<file path="src/rtl/seq_divider4b.sv">
// seq_divider4b: multi-cycle unsigned restoring divider.
// Each RUN cycle does one shift plus one trial subtraction, using a
// ripple full-adder chain (divisor inverted, carry-in 1).
// Optional macro DIV_ZERO_CHK_EN: a zero divisor skips RUN, goes straight
// to DONE and raises div_zero.
// Without it, divide-by-zero runs all iterations and gives quotient=all ones,
// remainder=dividend, and div_zero stays 0.
module seq_divider4b #(
  parameter int WIDTH = 4
) (
  input  logic             clk,
  input  logic             rst,
  input  logic             start,
  input  logic [WIDTH-1:0] dividend,
  input  logic [WIDTH-1:0] divisor,
  output logic [WIDTH-1:0] quotient,
  output logic [WIDTH-1:0] remainder,
  output logic             busy,
  output logic             done,
  output logic             div_zero
);

  localparam int CW = $clog2(WIDTH) + 1;

  typedef enum logic [1:0] {S_IDLE, S_RUN, S_DONE} state_t;

  state_t           r_state;
  state_t           w_state_next;

  // The remainder accumulator is kept WIDTH bits wide. After every step it
  // is strictly below the divisor, so its extra top bit would always be 0.
  // That bit only exists in the shifted value feeding the trial subtraction.
  logic [WIDTH-1:0] r_rem_acc;
  logic [WIDTH-1:0] r_quo_acc;
  logic [WIDTH-1:0] r_divisor;
  logic [CW-1:0]    r_cnt;
  logic [WIDTH-1:0] r_quotient;
  logic [WIDTH-1:0] r_remainder;

  logic             w_accept;
  logic             w_fast;
  logic             w_last;
  logic [WIDTH:0]   w_rem_sh;
  logic [WIDTH:0]   w_sub_b;
  logic [WIDTH:0]   w_carry;
  logic [WIDTH:0]   w_trial;
  logic             w_fits;
  logic [WIDTH-1:0] w_rem_new;
  logic [WIDTH-1:0] w_quo_new;

  // start is honoured only while idle or in the done cycle.
  assign w_accept = start && ((r_state == S_IDLE) || (r_state == S_DONE));
  assign w_last   = (r_cnt == CW'(WIDTH - 1));

`ifdef DIV_ZERO_CHK_EN
  assign w_fast = w_accept && (divisor == '0);
`else
  assign w_fast = 1'b0;
`endif

  // Shift {rem,quo} left by one; the quotient MSB moves into the remainder.
  assign w_rem_sh = {1'b0, r_rem_acc[WIDTH-1:0], r_quo_acc[WIDTH-1]};
  assign w_sub_b  = ~{1'b0, r_divisor};

  // Trial subtraction w_rem_sh - divisor, as a ripple of full adders.
  assign w_carry[0] = 1'b1;
  generate
    for (genvar gi = 0; gi <= WIDTH; gi++) begin : g_sub
      assign w_trial[gi] = w_rem_sh[gi] ^ w_sub_b[gi] ^ w_carry[gi];
      if (gi < WIDTH) begin : g_carry
        assign w_carry[gi+1] = (w_rem_sh[gi] & w_sub_b[gi]) |
                               (w_rem_sh[gi] & w_carry[gi]) |
                               (w_sub_b[gi]  & w_carry[gi]);
      end
    end
  endgenerate

  // A clear sign bit means the divisor fit: keep the difference, quotient bit 1.
  assign w_fits    = ~w_trial[WIDTH];
  assign w_rem_new = w_fits ? w_trial[WIDTH-1:0] : w_rem_sh[WIDTH-1:0];
  assign w_quo_new = {r_quo_acc[WIDTH-2:0], w_fits};

  // State register.
  always_ff @(posedge clk) begin
    if (rst) begin
      r_state <= S_IDLE;
    end else begin
      r_state <= w_state_next;
    end
  end

  // Next-state logic.
  always_comb begin
    w_state_next = r_state;
    case (r_state)
      S_IDLE: begin
        if (w_accept) begin
          w_state_next = w_fast ? S_DONE : S_RUN;
        end
      end
      S_RUN: begin
        if (w_last) begin
          w_state_next = S_DONE;
        end
      end
      S_DONE: begin
        if (w_accept) begin
          w_state_next = w_fast ? S_DONE : S_RUN;
        end else begin
          w_state_next = S_IDLE;
        end
      end
      default: w_state_next = S_IDLE;
    endcase
  end

  // Status outputs decoded from the current state.
  always_comb begin
    busy = 1'b0;
    done = 1'b0;
    case (r_state)
      S_RUN:   busy = 1'b1;
      S_DONE:  done = 1'b1;
      default: ;
    endcase
  end

  // Working accumulators: load on accept, iterate while running.
  always_ff @(posedge clk) begin
    if (rst) begin
      r_rem_acc <= '0;
      r_quo_acc <= '0;
      r_divisor <= '0;
      r_cnt     <= '0;
    end else if (w_accept) begin
      r_rem_acc <= '0;
      r_quo_acc <= dividend;
      r_divisor <= divisor;
      r_cnt     <= '0;
    end else if (r_state == S_RUN) begin
      r_rem_acc <= w_rem_new;
      r_quo_acc <= w_quo_new;
      r_cnt     <= r_cnt + CW'(1);
    end
  end

  // Result registers change only when entering DONE and hold otherwise.
  always_ff @(posedge clk) begin
    if (rst) begin
      r_quotient  <= '0;
      r_remainder <= '0;
    end else if (w_fast) begin
      r_quotient  <= '1;
      r_remainder <= dividend;
    end else if ((r_state == S_RUN) && w_last) begin
      r_quotient  <= w_quo_new;
      r_remainder <= w_rem_new;
    end
  end

  assign quotient  = r_quotient;
  assign remainder = r_remainder;

`ifdef DIV_ZERO_CHK_EN
  logic r_div_zero;

  // Zero-divisor flag: set by the fast path, cleared by any other accepted start.
  always_ff @(posedge clk) begin
    if (rst) begin
      r_div_zero <= 1'b0;
    end else if (w_fast) begin
      r_div_zero <= 1'b1;
    end else if (w_accept) begin
      r_div_zero <= 1'b0;
    end
  end

  assign div_zero = r_div_zero;
`else
  assign div_zero = 1'b0;
`endif

endmodule

</file>
<file path="config.mk">
export PLATFORM = sky130hd
export DESIGN_NAME = seq_divider4b
export DESIGN_NICKNAME = d
export VERILOG_FILES = /design/src/rtl/seq_divider4b.sv
export SDC_FILE = /design/constraint.sdc
export NUM_CORES = 1
export LEC_CHECK = 0
export ABC_CLOCK_PERIOD_IN_PS = 3900
export CAP_MARGIN = 15
export CORE_MARGIN = 5
export CORE_UTILIZATION = 25
export DETAILED_ROUTE_END_ITERATION = 6
export PLACE_DENSITY = 0.5
export REMOVE_ABC_BUFFERS = 1
export SLEW_MARGIN = 20
export SYNTH_ARGS = -nofsm -noshare
export SYNTH_HDL_FRONTEND = slang
export SYNTH_SLANG_ARGS = --single-unit
</file>
<file path="constraint.sdc">
create_clock -name clk -period 3.9 [get_ports clk]
set_clock_uncertainty 0.15 [all_clocks]
set_input_delay 0.39 -clock clk [delete_from_list [all_inputs] [get_ports clk]]
set_output_delay 0.39 -clock clk [all_outputs]
set_load 0.05 [all_outputs]
</file>
# Word level (Yosys, flattened, before mapping)
# Index checks and enable logic that the tools add are counted.
# op_classes
muxes,9
add_sub_neg,1
n_reduce_logical,7
eq_ne,5
bitwise_logic,30
# ops
cell,count
4-bit two-way mux,3
1-bit bitwise AND,10
1-bit bitwise XOR,9
1-bit bitwise OR,8
2-bit case mux with 3 select lines,1
4-bit NOT with 5-bit output,1
2-bit two-way mux,2
"2-bit != test, second input constant",2
"3-bit by 1-bit adder with 3-bit output, second input constant",1
"3-bit by 2-bit == test with 1-bit output, second input constant",1
1-bit two-way mux,3
"2-bit by 1-bit == test with 1-bit output, second input constant",1
"2-bit == test, second input constant",1
1-bit logical AND,2
2-bit zero test,1
1-bit NOT,2
2-bit AND reduction,1
2-bit nonzero test,1
2-bit OR reduction,1
1-bit logical OR,1
# word_totals
output_inout_bits,11
register_bits,25
in_bits,11

# Depth between registers and ports, before layout
# Gate-level depths: netlist of the first run.
# logic_depth
word_depth,17
depth_mapped,8
ltp_nobuf,8

# Least setup slack after synthesis of the first run
# No wires, ideal clock.
# synth_path
kind,flip-flop to flip-flop
from,reg r_quo_acc[3]
to,reg r_remainder[0] (netlist: remainder[0])
arrival_ps,2473
slack_ps,1159
path_stages_with_launch,9
synth_period_minus_slack_ps,2741
path_cell_list,dfxtp_1 > inv_1 > ha_1 > fa_1 > fa_1 > fa_1 > xnor2_1 > nand2_1 > a32o_1
# synth_via
elab_chain_len,14
elab_cells_between_ends,19
cone_classes,1 x mux; 18 x bitwise
# synth_lines
element,line_no,text
"start, declared",34,logic [WIDTH-1:0] r_quo_acc;
"start signal, assigned",137,r_quo_acc <= dividend;
"start signal, assigned",142,r_quo_acc <= w_quo_new;
1-bit bitwise AND,71,assign w_carry[gi+1] = (w_rem_sh[gi] & w_sub_b[gi]) |
1-bit bitwise OR,71,
1-bit bitwise OR,72,(w_rem_sh[gi] & w_carry[gi]) |
1-bit bitwise AND,72,
1-bit bitwise OR,71,
1-bit bitwise OR,72,
1-bit bitwise AND,72,
1-bit bitwise OR,71,
1-bit bitwise OR,72,
1-bit bitwise AND,72,
1-bit bitwise OR,71,
1-bit bitwise OR,72,
1-bit bitwise XOR,69,assign w_trial[gi] = w_rem_sh[gi] ^ w_sub_b[gi] ^ w_carry[gi];
4-bit two-way mux (*),80,assign w_rem_new = w_fits ? w_trial[WIDTH-1:0] : w_rem_sh[WIDTH-1:0];
"end signal, assigned",154,r_remainder <= dividend;
"end signal, assigned",157,r_remainder <= w_rem_new;
"end, declared",38,logic [WIDTH-1:0] r_remainder;
# Every way passes the cells marked *; elsewhere a longest branch is shown, timed or not.
# A chain may end at the register's enable or synchronous reset.

# Worst setup path after layout of the first run
# layout_path
from,reg r_quo_acc[3]
to,reg r_remainder[1] (netlist: remainder[1])
# layout_via
elab_chain_len,14
elab_cells_between_ends,18
cone_classes,1 x mux; 17 x bitwise
# layout_lines
element,line_no
1-bit bitwise AND,71
1-bit bitwise OR (*),71
1-bit bitwise OR (*),72
1-bit bitwise AND,72
1-bit bitwise OR,71
1-bit bitwise OR,72
1-bit bitwise AND,72
1-bit bitwise OR,71
1-bit bitwise OR,72
1-bit bitwise AND,72
1-bit bitwise OR,71
1-bit bitwise OR,72
1-bit bitwise XOR,69
4-bit two-way mux (*),80
# Marked as above.

==> results of run 1 <==
[per-stage QoR]
stage | setup slack [ns] | std cells
after CTS | 0.849 | 202
after global placement | 1.01 | 198
after floorplan | 1.16 | 126
final | 0.838 | 202
after detailed placement | 0.878 | 198
after global routing | 0.715 | 202
[registers in the layout, indices dropped and copies added, names as in the netlist]
name / count
r_divisor: 4
r_state: 2
quotient: 4
r_quo_acc: 4
r_cnt: 3
r_rem_acc: 4
remainder: 4
[worst min-delay path, cell delays in order (launching register included)]
cell     delay, ns
dfxtp_1       0.32
nand2_1       0.05
a21oi_1       0.05
[synth_stat cells, drive strengths merged (2+ instances only)]
library cell | instances | area, sq um
a22oi | 4 | 30.0
buf | 4 | 28.8
or3 | 3 | 18.8
and2b | 2 | 15.0
fa | 3 | 60.1
nand2 | 26 | 97.6
inv | 5 | 18.8
clkbuf | 3 | 11.3
nor2b | 4 | 25.0
nand3 | 11 | 55.1
a32o | 4 | 40.0
dfxtp | 25 | 500
ha | 3 | 37.5
nor2 | 4 | 15.0
a21oi | 13 | 65.1
xnor2 | 2 | 17.5
nand2b | 5 | 33.8
a31oi | 4 | 25.0
[power by group]
part / internal (mW) / switching [mW] / leakage, nW
combinational: 0.0395 / 0.0616 / 0.274
sequential: 0.265 / 0.00885 / 0.203
clock: 0.0725 / 0.0869 / 0.0217
total: 0.377 / 0.157 / 0.499
[cells by family (layout without fill, tap and decap cells)]
kind of cell / Yosys count / after routing / synth area share
AOI/OAI and AO/OA: 29 / 29 / 0.163
xor gates and xnor gates: 3 / 3 / 0.0292
adders and majority gates: 6 / 6 / 0.0842
buffers and inverters: 13 / 30 / 0.0540
DFF: 25 / 25 / 0.432
other: 1 / 1 / 0.00324
and+or+nand+nor: 56 / 56 / 0.234
[worst min-delay path by stage]
| stage | cells after the start | endpoint | start |
|---|---|---|---|
| 2_1_floorplan | 2 | r_divisor[0] | r_divisor[0] |
| 5_1_grt | 2 | quotient[1] | quotient[1] |
| 3_3_place_gp | 2 | quotient[3] | quotient[3] |
| 6_report | 2 | quotient[1] | quotient[1] |
| 4_1_cts | 2 | quotient[1] | quotient[1] |
| 3_5_place_dp | 2 | quotient[1] | quotient[1] |
[layout make-up]
| type | count | area, sq um |
|---|---|---|
| fill | 445 | 2980 |
| inverter | 6 | 22.5 |
| timing repair buffer | 20 | 200 |
| multi-input combinational | 95 | 596 |
| clock inverter | 1 | 7.51 |
| tap | 52 | 65.1 |
| sequential | 25 | 500 |
| clock buffer | 3 | 41.3 |
[per-layer routing]
layer | global-route usage | up-vias
li1 | - | 488
met1 | 0.120 | 453
met2 | 0.152 | 24
met3 | 0.0343 | 2
met4 | 0.0236 | 0
met5 | 0 | -
==> metrics.cfg, run 1 <==
[run_status]
outcome = finished, final reports clean

[setup_path]
worst-r2r-setup-slack_ns = 0.84
crit_top_cell = fa_1
startpoint_of_the_lowest_slack_register_to_register_path = r_quo_acc[3]
cpLargestDelayFamily = adder cells
cp_slowest_stage_delay_ns = 0.50
timing.critical_path.arrival_ns = 3.08
critical_path_end_type = flop
cp_cell_sequence = inv_1 -> ha_1 -> fa_1 -> fa_1 -> fa_1 -> xnor2_1 -> nand2_1 -> a32o_1
critPathRequiredTime_ns = 3.92
cp-startpoint = r_quo_acc[3]
critPathCapture = remainder[1]
cp.depth = 8
crit_path_top_delay_cell = fa_1
reg2reg_depth = 8
critical_path.startpoint_type = flop
timing.rr.end = remainder[1]
critical_path.max_fanout = 6
classification_of_the_worst_setup_path = flop to flop
critical_path.n_buffers_inverters = 1

[worst_hold_path]
type_of_the_most_critical_hold_path = flop to flop

[timing]
post-route-period-util = 0.785
setup_viol = 0
fmax_mhz = 327
timing.final.crit_period_ns = 3.06
tightestPinTransition_ns = 0.753
hold_slack_ns = 0.309
maxSlewViolCount = 0
tightest_slew_margin_relative_to_the_limit = 0.496
final.setup.tns_ns = 0
rsz0062_at_grt = false
timing_hold_violations_final = 0

[detailed_routing]
drt_first_pass_iters = 4
route.final.wire_length_um = 2780
dr_wl_met2_um = 1290
antenna_left = 0
wirelength_met1_um = 1290
drt_iter0_markers = 52
remaining_drc_errors = 0
dr_total_vias = 967
drt-vias-per-instance = 4.79
wire_length_on_met3_um = 167
top_layer_used = met4
route.detailed.wl_per_inst_um = 13.8

[synth]
ys_types = 29
asyncSetResetFlopFracSynth = 0
netlist_instances = 133
most_instantiated_flip_flop_cell_in_the_synthesis_netlist = dfxtp_1
synth-edff-count = 0
syn-mean-instance-area_sq_um = 8.71
synth_area_sq_um = 1160
synth_seq_area_share = 0.432
synth-seq-cells = 25
yosysWarnings = 0

[run]
drv.max_cap_violation_count = 0

[grt]
grt_first_pass_wirelength_um = 4730
grt_overflow_total = 0
grt_pass1_vias = 977
grt_start_max_net_pins = 20
grt_antenna_before_repair = 0
track_usage = 0.0945

[clocking]
skew_pair_late_insertion_delay_ns = 0.27
max-clock-path-buffers = 2
cts_inserted_buffers = 3
cts_tree = yes
clk_root_buffer_cell = clkbuf_8
cts_sinks = 25
htree_num_levels = 1
holdBufCountCts = 0
postcts_setup_bufs = 0
clk_pin_slew_ns = 0.10
post_cts_resized = 0

[pwr]
cellLeakagePower_nw = 0.499
total_power_mw = 0.534
peak_supply_drop_v = 0.000167
cellPowerDensity_nw_per_um2 = 373

[die]
floorplan.initialDensity = 0.262
die_h_um = 78.1
top_level_ports = 22
die_extent_in_x_um = 78.1
floorplan.rows = 24
core_sq_um = 4410
floorplan.die_area_sq_um = 6100

[placed_design]
place_hpwl_um = 2000
globalplace.congestion = 0.777
port_buffers = 20
dpl_cell_area_sq_um = 1380

[cells_and_area]
antennaDiodeCount = 0
final_common_cell = nand2_1
most-common-layout-cells = nand2_1, dfxtp_1, clkdlybuf4s50_1, a21oi_1, nand3_1
layout-drive-gt1-share = 0.0467
final_core_utilization = 0.325
area.growth.synth_to_final_pct = 23.6
fin_nets = 168
final_design_instance_area_without_fill_sq_um = 1430

No activity file was read; power rests on OpenSTA's default activity.
==> run 2: changes to the inputs <==
--- a/config.mk
+++ b/config.mk
@@ -5,12 +5,12 @@
 export SDC_FILE = /design/constraint.sdc
 export NUM_CORES = 1
 export LEC_CHECK = 0
-export ABC_CLOCK_PERIOD_IN_PS = 3900
+export ABC_CLOCK_PERIOD_IN_PS = 2600
 export CAP_MARGIN = 15
 export CORE_MARGIN = 5
 export CORE_UTILIZATION = 25
 export DETAILED_ROUTE_END_ITERATION = 6
-export PLACE_DENSITY = 0.5
+export PLACE_DENSITY = 0.52
 export REMOVE_ABC_BUFFERS = 1
 export SLEW_MARGIN = 20
 export SYNTH_ARGS = -nofsm -noshare
==> constraint.sdc (replaced) <==
create_clock -name clk -period 2.6 [get_ports clk]
set_clock_uncertainty 0.15 [all_clocks]
set_input_delay 0.26 -clock clk [delete_from_list [all_inputs] [get_ports clk]]
set_output_delay 0.26 -clock clk [all_outputs]
set_load 0.05 [all_outputs]
==> run 2 against run 1 <==
The run now ends with setup timing left; worst setup slack got worse by 0.85 ns; largest power group unchanged; global-route usage grew 0.64 points; hold slack improved by 0.0042 ns; critical path type unchanged; flip-flop and latch count unchanged.
==> metrics.cfg, run 2 (synthesized netlist as in run 1, its figures left out) <==
[setup_path]
crit_path_top_delay_cell = fa_2
timing.rr.end = remainder[1]
worst-r2r-setup-slack_ns = -0.01  ; -0.85 ns
cp.depth = 9  ; +1
reg2reg_depth = 9  ; +1
critical_path.max_fanout = 4  ; -2
crit_top_cell = fa_2
timing.critical_path.arrival_ns = 2.63  ; -0.45 ns
critPathRequiredTime_ns = 2.62  ; -1.30 ns
critical_path.n_buffers_inverters = 2  ; +1
cp_cell_sequence = inv_2 -> ha_4 -> fa_2 -> fa_2 -> fa_2 -> xnor2_2 -> buf_4 -> nand2_2 -> a32o_1
classification_of_the_worst_setup_path = flop to flop
critical_path_end_type = flop
critical_path.startpoint_type = flop
cp_slowest_stage_delay_ns = 0.47  ; -0.03 ns
startpoint_of_the_lowest_slack_register_to_register_path = r_quo_acc[3]
cpLargestDelayFamily = adder cells

[detailed_routing]
route.detailed.wl_per_inst_um = 14.1  ; +2.4%
drt_first_pass_iters = 4  ; unchanged
route.final.wire_length_um = 3060  ; +10%
dr_total_vias = 1059  ; +9.5%
antenna_left = 0  ; unchanged
remaining_drc_errors = 0  ; unchanged
drt-vias-per-instance = 4.88  ; +1.9%
drt_iter0_markers = 40  ; -23%

[cells_and_area]
final_design_instance_area_without_fill_sq_um = 1630  ; +14%
sequential_cell_area_in_the_final_layout_sq_um = 502  ; +0.25%
antennaDiodeCount = 0  ; unchanged
final_common_cell = dfxtp_1
layout-drive-gt1-share = 0.212  ; +0.165
num-fill-cells = 444  ; -0.22%
fin_nets = 183  ; +8.9%
most-common-layout-cells = dfxtp_1, nand2_1, clkdlybuf4s50_1, buf_4, a21oi_1
area_of_the_multi_input_gates_sq_um = 683  ; +15%
area.growth.synth_to_final_pct = 40.5
final_core_utilization = 0.369  ; +0.0442

[placed_design]
place_hpwl_um = 2160  ; +7.7%
dpl_cell_area_sq_um = 1470  ; +6.5%
port_buffers = 20  ; unchanged
globalplace.congestion = 0.841  ; +8.4%

[die]
die_h_um = 78.1  ; unchanged
floorplan.rows = 24  ; unchanged
floorplan.initialDensity = 0.262  ; unchanged
die_extent_in_x_um = 78.1  ; unchanged
core_sq_um = 4410  ; unchanged
top_level_ports = 22  ; unchanged
floorplan.die_area_sq_um = 6100  ; unchanged

[clocking]
cts_inserted_buffers = 3  ; unchanged
clk_pin_slew_ns = 0.09  ; about the same
cts_sinks = 25  ; unchanged
cts_tree = yes
htree_num_levels = 1  ; unchanged
clk_root_buffer_cell = clkbuf_8
skew_pair_late_insertion_delay_ns = 0.27  ; about the same
max-clock-path-buffers = 2  ; unchanged

[timing]
maxSlewViolCount = 0  ; unchanged
postLayoutSetupSlackWorst_ns = -0.0114  ; -0.849 ns
hold_slack_ns = 0.313  ; +0.00424 ns
fmax_mhz = 383  ; +17%
post-route-period-util = 1.00  ; +0.219
tightestPinTransition_ns = 0.567  ; -0.186 ns
tightest_slew_margin_relative_to_the_limit = 0.621  ; +0.125
rsz0062_at_grt = true
timing.final.crit_period_ns = 2.61  ; -0.451 ns
setup_viol = 3  ; +3
timing_hold_violations_final = 0  ; unchanged

[worst_hold_path]
type_of_the_most_critical_hold_path = flop to flop
hold_wc_startpoint = quotient[3]
hold-path-endpoint = quotient[3]
worst_hold_path.num_cells = 2  ; unchanged

[grt]
global_route_met1_usage = 0.135  ; +0.0149
grt_overflow_total = 0  ; unchanged
grt_pass1_vias = 1001  ; +2.5%
grt_antenna_before_repair = 0  ; unchanged
grt_first_pass_wirelength_um = 4930  ; +4.2%
grt_start_max_net_pins = 18  ; -10%
met3_usage = 0.0263  ; -0.00801
grt.busiest_layer = met2
track_usage = 0.101  ; +0.00644
met2_capacity_usage_during_global_routing = 0.159  ; +0.00662

[pwr]
peak_supply_drop_v = 0.000369  ; +120%
total_power_mw = 0.877  ; +64%
cellLeakagePower_nw = 0.585  ; +17%
cellPowerDensity_nw_per_um2 = 539  ; +44%

[run_status]
outcome = finished with violations
violated_checks = setup timing

[run]
drv.max_cap_violation_count = 0  ; unchanged

run 2: final cells by class:
cell class                      instances  area share
Tap cell                               52      0.0400
Clock buffer                            3      0.0254
Inverter                                6      0.0138
Clock inverter                          1     0.00307
Sequential cell                        25       0.308
Timing Repair Buffer                   34       0.190
Multi-Input combinational cell         96       0.420
run 2: repair_timing:
item                                    in CTS  in global routing
setup buffers                                1                  1
hold buffers                                 0                  0
gates cloned                                 0                  1
resized for setup                           10                  7
pin swaps                                    3                 11
endpoints found under the setup margin      10                 10
run 2: worst max-delay path by stage:
stage / slack (ns) / startpoint / end
6_report: -0.01 / r_quo_acc[3] / remainder[1]
5_1_grt: -0.08 / r_quo_acc[3] / remainder[1]
4_1_cts: -0.04 / r_quo_acc[3] / r_rem_acc[2]
3_5_place_dp: -0.20 / r_quo_acc[3] / remainder[0]
3_3_place_gp: -0.13 / r_quo_acc[3] / remainder[0]
2_1_floorplan: -0.14 / r_quo_acc[3] / remainder[0]
run 2: metal layers:
layer | vias up | wire length, um
li1 | 517 | -
met1 | 501 | 1400
met2 | 37 | 1420
met3 | 4 | 187
met4 | 0 | 46
met5 | - | 0
run 2: tightest hold or removal path, delay by kind of cell (launching register included):
family / cells / cell delay, ns
flops: 1 / 0.32
simple gates: 1 / 0.05
compound gates: 1 / 0.05
run 2: where the power goes:
group          total (mW)  switching (mW)  leakage (nW)  internal [mW]
combinational       0.227           0.117         0.356          0.109
clock               0.237           0.129        0.0255          0.107
sequential          0.414          0.0158         0.204          0.398
run 2: through the flow:
step           setup slack (ns)  std cells  setup TNS, ns
2_1_floorplan            -0.141        126         -0.840
3_3_place_gp             -0.132        210          -1.02
3_5_place_dp             -0.200        210          -1.45
4_1_cts                 -0.0363        215         -0.109
5_1_grt                 -0.0848        217         -0.596
6_report                -0.0114        217        -0.0222
